File: src/rtl/simple_spi_s_bit_rw.sv
// SPI mode-0 slave (responder), counterpart to simple_spi_m_bit_rw.
// spi_clk, cs and mosi are oversampled in the sys_clk domain. Each pin edge acts
// three sys_clk cycles after it occurs. sys_clk must run at least 8x spi_clk.
// Optional build macro: SPI_S_LSB_FIRST_EN selects LSB-first transfers.
// When it is undefined, transfers are MSB-first, matching the master.

module simple_spi_s_bit_rw #(
    parameter int unsigned reg_width = 8
) (
    input  logic                       sys_clk,
    input  logic                       rstn,
    input  logic                       spi_clk,
    input  logic                       cs,
    input  logic                       mosi,
    output logic                       miso,
    input  logic [reg_width-1:0]       d_in,
    input  logic [$clog2(reg_width):0] t_size,
    output logic [reg_width-1:0]       d_out,
    output logic                       rx_valid,
    output logic                       busy
);

    localparam int unsigned SizeW = $clog2(reg_width) + 1;
    localparam int unsigned IdxW  = $clog2(reg_width);
    localparam logic [SizeW-1:0] FullSize = SizeW'(reg_width);

    typedef enum logic [1:0] {StIdle, StShift, StDone} state_e;

    // Synchroniser and edge-history registers.
    logic sclk_meta_q, sclk_sync_q, sclk_hist_q;
    logic cs_meta_q, cs_sync_q, cs_hist_q;
    logic mosi_meta_q, mosi_sync_q;

    // Transfer state.
    state_e               state_q, state_d;
    logic [reg_width-1:0] tx_q, tx_d;
    logic [reg_width-1:0] rx_q, rx_d;
    logic [SizeW-1:0]     size_q, size_d;
    logic [SizeW-1:0]     cnt_q, cnt_d;
    logic                 miso_q, miso_d;
    logic [reg_width-1:0] d_out_q, d_out_d;
    logic                 rx_valid_q, rx_valid_d;

    // Edge detection on the synchronised pins.
    logic sclk_rise, sclk_fall, cs_rise, cs_fall;
    assign sclk_rise = sclk_sync_q & ~sclk_hist_q;
    assign sclk_fall = ~sclk_sync_q & sclk_hist_q;
    assign cs_rise   = cs_sync_q & ~cs_hist_q;
    assign cs_fall   = ~cs_sync_q & cs_hist_q;

    // Out-of-range sizes (0 or wider than the register) fall back to a full word.
    logic [SizeW-1:0] eff_size;
    assign eff_size = (t_size != '0 && t_size <= FullSize) ? t_size : FullSize;

    // Bit-order-dependent datapath: first tx bit, next tx bit, rx shift and alignment.
    logic                 first_bit;
    logic                 next_bit;
    logic [reg_width-1:0] rx_shift;
    logic [reg_width-1:0] rx_align;

    always_comb begin
`ifdef SPI_S_LSB_FIRST_EN
        first_bit = d_in[0];
        next_bit  = tx_q[IdxW'(cnt_q)];
        rx_shift  = {mosi_sync_q, rx_q[reg_width-1:1]};
        // Bits enter at the top, so a short word has to be pulled down to bit 0.
        rx_align  = rx_shift >> (FullSize - size_q);
`else
        first_bit = d_in[IdxW'(eff_size - SizeW'(1))];
        next_bit  = tx_q[IdxW'(size_q - cnt_q - SizeW'(1))];
        rx_shift  = {rx_q[reg_width-2:0], mosi_sync_q};
        rx_align  = rx_shift;
`endif
    end

    // Pin synchronisers; presets match the idle bus (clock low, cs high).
    always_ff @(posedge sys_clk) begin
        if (!rstn) begin
            sclk_meta_q <= 1'b0;
            sclk_sync_q <= 1'b0;
            sclk_hist_q <= 1'b0;
            cs_meta_q   <= 1'b1;
            cs_sync_q   <= 1'b1;
            cs_hist_q   <= 1'b1;
            mosi_meta_q <= 1'b0;
            mosi_sync_q <= 1'b0;
        end else begin
            sclk_meta_q <= spi_clk;
            sclk_sync_q <= sclk_meta_q;
            sclk_hist_q <= sclk_sync_q;
            cs_meta_q   <= cs;
            cs_sync_q   <= cs_meta_q;
            cs_hist_q   <= cs_sync_q;
            mosi_meta_q <= mosi;
            mosi_sync_q <= mosi_meta_q;
        end
    end

    // Transfer FSM: next state and datapath updates.
    always_comb begin
        state_d    = state_q;
        tx_d       = tx_q;
        rx_d       = rx_q;
        size_d     = size_q;
        cnt_d      = cnt_q;
        miso_d     = miso_q;
        d_out_d    = d_out_q;
        rx_valid_d = 1'b0;

        case (state_q)
            StIdle: begin
                miso_d = 1'b0;
                if (cs_fall) begin
                    tx_d    = d_in;
                    size_d  = eff_size;
                    cnt_d   = '0;
                    rx_d    = '0;
                    miso_d  = first_bit;
                    state_d = StShift;
                end
            end
            StShift: begin
                if (sclk_rise) begin
                    rx_d  = rx_shift;
                    cnt_d = cnt_q + SizeW'(1);
                    if (cnt_q == size_q - SizeW'(1)) begin
                        d_out_d    = rx_align;
                        rx_valid_d = 1'b1;
                        state_d    = StDone;
                    end
                end else if (sclk_fall) begin
                    miso_d = next_bit;
                end
                // A cs rise in the same cycle as the final rise still completes the word.
                if (cs_rise) begin
                    state_d = StIdle;
                    miso_d  = 1'b0;
                end
            end
            StDone: begin
                if (cs_rise) begin
                    state_d = StIdle;
                    miso_d  = 1'b0;
                end
            end
            default: begin
                state_d = StIdle;
                miso_d  = 1'b0;
            end
        endcase
    end

    // Transfer state registers.
    always_ff @(posedge sys_clk) begin
        if (!rstn) begin
            state_q    <= StIdle;
            tx_q       <= '0;
            rx_q       <= '0;
            size_q     <= '0;
            cnt_q      <= '0;
            miso_q     <= 1'b0;
            d_out_q    <= '0;
            rx_valid_q <= 1'b0;
        end else begin
            state_q    <= state_d;
            tx_q       <= tx_d;
            rx_q       <= rx_d;
            size_q     <= size_d;
            cnt_q      <= cnt_d;
            miso_q     <= miso_d;
            d_out_q    <= d_out_d;
            rx_valid_q <= rx_valid_d;
        end
    end

    assign miso     = miso_q;
    assign d_out    = d_out_q;
    assign rx_valid = rx_valid_q;
    assign busy     = (state_q != StIdle);

endmodule

File: config.mk
export PLATFORM = sky130hd
export DESIGN_NAME = simple_spi_s_bit_rw
export DESIGN_NICKNAME = d
export VERILOG_FILES = /design/src/rtl/simple_spi_s_bit_rw.sv
export SDC_FILE = /design/constraint.sdc
export NUM_CORES = 1
export LEC_CHECK = 0
export CAP_MARGIN = 10
export CELL_PAD_IN_SITES_DETAIL_PLACEMENT = 2
export CELL_PAD_IN_SITES_GLOBAL_PLACEMENT = 2
export CORE_AREA = 5 5 106 68
export CTS_CLUSTER_SIZE = 10
export DETAILED_ROUTE_END_ITERATION = 6
export DIE_AREA = 0 0 111 73
export PLACE_DENSITY_LB_ADDON = 0.1
export SLEW_MARGIN = 20
export SYNTH_ARGS = -nofsm -noshare
export SYNTH_HDL_FRONTEND = slang
export SYNTH_SLANG_ARGS = --single-unit
File: constraint.sdc
create_clock -name sys_clk -period 2.35 [get_ports sys_clk]
set_input_delay 0.47 -clock sys_clk [delete_from_list [all_inputs] [get_ports sys_clk]]
set_output_delay 0.47 -clock sys_clk [all_outputs]
set_load 0.02 [all_outputs]
==> run_results.csv, run 1 <==
group,metric,value,unit
clock_tree,cts_hold_buffers,0,
floorplan,fp.dieH,73,um
run_status,status,"completed",
yosys,avgSynthCellArea,9.08,um^2
yosys,yosysTopAreaCell,"dfxtp_1",
yosys,synth_seq_cells,43,
grt,grt_pass1_vias,1696,
final_layout,num_antenna_cells,0,
power_and_ir_drop,vdd_ir_drop_max,0.235,mV
worst_setup_path,cp_data_arrival_time,2300,ps
placed_design,port_buffers,27,
grt,use_met3,0.0398,
yosys,synth.distinct_cells,38,
clock_tree,clock-root-buffer,"clkbuf_8",
placed_design,placed_cells,329,
yosys,syn-num-nets,238,
power_and_ir_drop,power.leakage,0.000859,uW
detailed_routing,final_antenna_net_count,0,
floorplan,boundaryPins,28,
final_layout,drive_above_1_share,0.120,
clock_tree,cts_max_level,2,
timing,fin_worst_skew,3.69,ps
placed_design,place_hpwl,3820,um
timing,post-route-period-util,0.897,
yosys,yosysTopAreaCellShare,0.439,
clock_tree,postCtsSetupBuffers,0,
timing,fmax,475,MHz
yosys,ys_top_cells_by_count,"43 x dfxtp_1, 40 x nand2_1, 17 x a21boi_0, 14 x nand3_1, 11 x o21ai_0",
yosys,synth.area.top_cells,"dfxtp_1 44%, nand2_1 7.7%, a21boi_0 6.5%, nand3_1 3.6%, xnor2_1 3.1%",
floorplan,dieArea,8100,um^2
detailed_routing,drtPass1Iterations,4,
timing,setup_violations,0,
min_path,hold_class,"reg -> reg",
power_and_ir_drop,powerDensity,613,nW/um^2
timing,finalHoldViolations,0,
yosys,async_flop_share,0,
grt,grt_first_pass_wirelength,8690,um
grt,grt-busiest-layer,"met2",
grt,track_usage,0.137,
timing,tightest_slew,656,ps
clock_tree,cts_inserted_buffers,5,
detailed_routing,wl_per_cell,15.2,um
clock_tree,post_cts_resized,0,
placed_design,gp_congestion,0.746,
clock_tree,clkLatencyLatePin,300,ps
timing,grt_setup_unrepaired,"false",
flow_run,drv_cap,0,
worst_setup_path,critical_path_class,"reg -> reg",
worst_setup_path,critPathLaunch,"size_q[0]$_SDFFE_PN0P_",
yosys,synth_cells,216,
yosys,ys.flop_type,"dfxtp_1",
grt,grt_use_met1,0.196,
worst_setup_path,required,2540,ps
detailed_routing,drc,0,
grt,grt_max_degree,30,
yosys,yosys_warnings,0,
final_layout,area_delta_synth_final,25.4,%
detailed_routing,viasPerCell,4.77,
timing,tns,0,ps
grt,globalRoute.totalOverflow,0,
yosys,synth.most_common_cell,"dfxtp_1",
timing,fin_crit,2110,ps
yosys,ys_seq_area_frac,0.439,
floorplan,start_util,0.311,
clock_tree,path_clk_slew,90,ps
yosys,netlist_area,1960,um^2
timing,maxSlewViolCount,0,
final_layout,fill_cells,696,
final_layout,final_cells,337,
clock_tree,cts_buffer_depth,2,
timing,slew_headroom,0.561,
detailed_routing,drt_iter0_markers,41,
grt,antenna_found_initial,0,
worst_setup_path,critPathCaptureType,"flip-flop",
detailed_routing,vias,1609,
detailed_routing,wl,5120,um
floorplan,fp-row-count,23,
min_path,min-delay-start,"cs_meta_q$_SDFF_PN1_",
worst_setup_path,reg2reg_from,"size_q[0]$_SDFFE_PN0P_",
clock_tree,clock_sinks,43,
worst_setup_path,startpoint_type,"flip-flop",
yosys,synth-edff-count,0,
clock_tree,cts_tree,"yes",
floorplan,die_x,111,um
floorplan,core,6300,um^2
final_layout,fin_nets,271,
grt,use_met2,0.198,
worst_setup_path,worstPathMaxFanout,4,
[metrics by stage]
stage	power, uW	setup WS, ps	hold WS, ps	util	area, um^2
finish	1510	243	427	0.391	2460
global route	1590	124	449	0.391	2460
CTS	1540	229	436	0.391	2460
detailed placement	914	-51.3	413	0.372	2340
global placement	912	58.6	405	0.372	2340
floorplan	852	441	386	-	1960
[flip-flops by register name, indices dropped and copies added (netlist names), 2 cells and up]
register / count
tx_q: 8
size_q: 4
rx_q: 7
cnt_q: 4
state_q: 2
d_out: 8
[routing by layer]
metal  vias up  routed length, um  part of all wire
met5         -                  0                 0
met1       791               2780              0.54
li1        799                  -                 -
met2        17               2160              0.42
met4         0                 25            0.0049
met3         2                151             0.030
[placed cells by master, fill, tap and decap left out, drive strengths merged]
| cell | n |
|---|---|
| dfxtp | 43 |
| nand2 | 40 |
| clkdlybuf4s50 | 27 |
| a21boi | 17 |
| nand3 | 16 |
| o21ai | 14 |
| buf | 10 |
| nand2b | 9 |
| xnor2 | 7 |
| and2 | 7 |
| nor2 | 6 |
| clkbuf | 6 |
| inv | 5 |
| nor2b | 5 |
| nor3 | 4 |
| mux2i | 4 |
| ha | 4 |
| nor3b | 3 |
| nand4 | 3 |
| a21oi | 3 |
| xor2 | 2 |
| mux4 | 2 |
| or3 | 2 |
| or2 | 1 |
| or4b | 1 |
| nand4b | 1 |
| o31ai | 1 |
| o311ai | 1 |
| a41o | 1 |
| nor4 | 1 |
| a31oi | 1 |
| fa | 1 |
| bufinv | 1 |
| clkinv | 1 |
[power by group]
group,internal (uW),switching [uW]
Sequential,742,9.63
Clock,344,268
Combinational,70.9,73.0
[worst max-delay path, stage by stage (launching register included)]
cell and delay, ps:
dfxtp_1 410, inv_1 80, ha_1 310, xnor2_1 120, or3_1 360, or3_2 470
a31oi_1 180, nor3b_1 60
[logic make-up (layout without fill, tap and decap cells)]
family / after synthesis / after routing / synth area share
xor gates and xnor gates: 9 / 9 / 0.0402
buffers and inverters: 16 / 50 / 0.0466
muxes: 6 / 6 / 0.0434
and+or+nand+nor: 99 / 99 / 0.265
DFF: 43 / 43 / 0.439
adders and majority gates: 5 / 5 / 0.0357
AOI/OAI and AO/OA: 38 / 38 / 0.131
[final timing paths]
kind / slack (ps) / depth (start not counted) / endpoint
setup / recovery: 240 / 7 / state_q[0]$_SDFFE_PN0P_
hold / removal: 430 / 1 / cs_sync_q$_SDFF_PN1_
setup reg to reg: 240 / 7 / state_q[0]$_SDFFE_PN0P_
hold reg to reg: 430 / 1 / cs_sync_q$_SDFF_PN1_
[area by class of cell]
type | instances | area, um^2 | area share
multi-input cells | 157 | 1010 | 0.410
flip-flops and latches | 43 | 861 | 0.350
repair buffers | 37 | 345 | 0.140
well taps | 87 | 109 | 0.0442
clock buffers | 6 | 82.6 | 0.0336
clock inverters | 2 | 35.0 | 0.0142
inverters | 5 | 18.8 | 0.00763
(Power assumes the default switching activity.)
==> run 2: changes to the inputs <==
--- a/config.mk
+++ b/config.mk
@@ -17,3 +17,4 @@
 export SYNTH_ARGS = -nofsm -noshare
 export SYNTH_HDL_FRONTEND = slang
 export SYNTH_SLANG_ARGS = --single-unit
+export TNS_END_PERCENT = 100
==> results of run 2 <==
No change in the layout: final DEF, timing and power equal those of run 1.
==> run 3: changes to the inputs <==
--- a/config.mk
+++ b/config.mk
@@ -12,7 +12,9 @@
 export CTS_CLUSTER_SIZE = 10
 export DETAILED_ROUTE_END_ITERATION = 6
 export DIE_AREA = 0 0 111 73
+export MAX_ROUTING_LAYER = met4
 export PLACE_DENSITY_LB_ADDON = 0.1
+export SKIP_LAST_GASP = 1
 export SLEW_MARGIN = 20
 export SYNTH_ARGS = -nofsm -noshare
 export SYNTH_HDL_FRONTEND = slang
==> run 3 against run 2 <==
Setup slack better by 0.56 ps. Worst hold slack worse by 0.87 ps. Combinational power about the same. Fmax about the same. Utilization unchanged. Largest cell class unchanged. Critical path type unchanged. Die area unchanged. Critical path depth unchanged. Global-route usage up 0.44 points. Sequential power about the same. Clock-buffer cell count unchanged. Cell area unchanged. Power about the same.
==> run_results.csv, run 3 (synthesis results as in run 1) <==
group,metric,value,unit
floorplan,fp.dieH,73,um
clock_tree,postCtsSetupBuffers,0,
worst_setup_path,slowest_delay,470,ps
detailed_routing,final_antenna_net_count,0,
floorplan,fp-row-count,23,
worst_setup_path,critical_path_class,"reg -> reg",
grt,track_usage,0.141,
power_and_ir_drop,p_total,1510,uW
clock_tree,cts_hold_buffers,0,
clock_tree,post_cts_resized,0,
clock_tree,cts_buffer_depth,2,
grt,use_met3,0.0398,
final_layout,final_common_cell,"dfxtp_1",
final_layout,final_cells,337,
detailed_routing,viasPerCell,4.78,
placed_design,dp_slack,-51.3,ps
detailed_routing,drc,0,
grt,antenna_found_initial,0,
final_layout,area_delta_synth_final,25.4,%
clock_tree,clkLatencyLatePin,300,ps
timing,maxSlewViolCount,0,
detailed_routing,drtPass1Iterations,4,
clock_tree,clock_sinks,43,
final_layout,fin_nets,271,
detailed_routing,drt_iter0_markers,40,
final_layout,final_cell_mix,"43 x dfxtp_1, 40 x nand2_1, 27 x clkdlybuf4s50_1",
grt,globalRoute.totalOverflow,0,
floorplan,dieArea,8100,um^2
placed_design,port_buffers,27,
min_path,hold_class,"reg -> reg",
placed_design,place_hpwl,3820,um
worst_setup_path,slowest_stage,"or3_2",
timing,fin_worst_skew,4.29,ps
detailed_routing,vias,1612,
clock_tree,cts_tree,"yes",
worst_setup_path,required,2540,ps
grt,grt_max_degree,30,
worst_setup_path,startpoint_type,"flip-flop",
detailed_routing,wl,5100,um
timing,grt_setup_unrepaired,"false",
worst_setup_path,cp_data_arrival_time,2300,ps
worst_setup_path,path_buf_inv,1,
timing,fin_crit,2110,ps
flow_run,drv_cap,0,
floorplan,boundaryPins,28,
timing,slew_headroom,0.550,
floorplan,start_util,0.311,
final_layout,drive_above_1_share,0.120,
clock_tree,cts_max_level,2,
clock_tree,clock-root-buffer,"clkbuf_8",
timing,hold_ws,426,ps
final_layout,num_antenna_cells,0,
timing,tightest_slew,673,ps
grt,grt_use_met1,0.198,
grt,grt_pass1_vias,1688,
timing,fmax,475,MHz
timing,setup_violations,0,
worst_setup_path,cp_cell_sequence,"inv_1 -> ha_1 -> xnor2_1 -> or3_1 -> or3_2 -> a31oi_1 -> nor3b_1",
detailed_routing,wl_per_cell,15.1,um
timing,setup_slack,243,ps
floorplan,die_x,111,um
grt,use_met2,0.196,
power_and_ir_drop,powerDensity,612,nW/um^2
clock_tree,path_clk_slew,90,ps
run_status,status,"completed",
worst_setup_path,cpLargestDelayFamily,"simple AND/OR/NAND/NOR gates",
grt,grt-busiest-layer,"met1",
worst_setup_path,critPathCaptureType,"flip-flop",
floorplan,core,6300,um^2
grt,grt_first_pass_wirelength,8720,um
timing,post-route-period-util,0.897,
clock_tree,cts_inserted_buffers,5,
placed_design,gp_congestion,0.756,
worst_setup_path,worstPathMaxFanout,4,
placed_design,placed_cells,329,
power_and_ir_drop,vdd_ir_drop_max,0.235,mV
power_and_ir_drop,power.leakage,0.000859,uW
timing,finalHoldViolations,0,
==> run 3: area by class of cell <==
class                   instances  area, um^2
clock buffers                   6        82.6
clock inverters                 2        35.0
fillers                       696        3840
inverters                       5        18.8
multi-input cells             157        1010
flip-flops and latches         43         861
well taps                      87         109
repair buffers                 37         345
==> run 3: final timing paths <==
kind                                        startpoint                 endpoint  cells past startpoint  slack [ps]
worst max-delay path            size_q[1]$_SDFFE_PN0P_  state_q[0]$_SDFFE_PN0P_                      7         240
worst min-delay path              cs_meta_q$_SDFF_PN1_     cs_sync_q$_SDFF_PN1_                      1         430
worst max register to register  size_q[1]$_SDFFE_PN0P_  state_q[0]$_SDFFE_PN0P_                      7         240
worst min register to register    cs_meta_q$_SDFF_PN1_     cs_sync_q$_SDFF_PN1_                      1         430
==> run 3: metal layers <==
| metal | part of all wire | vias up | wire length, um |
|---|---|---|---|
| met4 | 0.0049 | 0 | 25 |
| met3 | 0.032 | 2 | 161 |
| met2 | 0.42 | 19 | 2150 |
| li1 | - | 798 | - |
| met1 | 0.54 | 793 | 2770 |
| met5 | 0 | - | 0 |
==> run 3: stage by stage <==
step / setup TNS [ps] / cell area [um^2] / utilization
finish: 0 / 2460 / 0.391
floorplan: 0 / 1960 / -
global placement: 0 / 2340 / 0.372
detailed placement: -51.3 / 2340 / 0.372
global route: 0 / 2460 / 0.391
CTS: 0 / 2460 / 0.391
==> run 3: power breakdown <==
group | leakage, uW | switching (uW) | internal (uW) | total [uW]
registers | 0.000349 | 9.61 | 742 | 751
clock network | 0.0000612 | 267 | 344 | 611
logic | 0.000449 | 73.1 | 70.9 | 144
total | 0.000859 | 350 | 1160 | 1510
==> run 3: worst reg2reg max path, cell delays in order, from the launching register on <==
cell     delay (ps)
dfxtp_1         440
inv_1            70
ha_1            290
xnor2_1         120
or3_1           360
or3_2           470
a31oi_1         180
nor3b_1          60
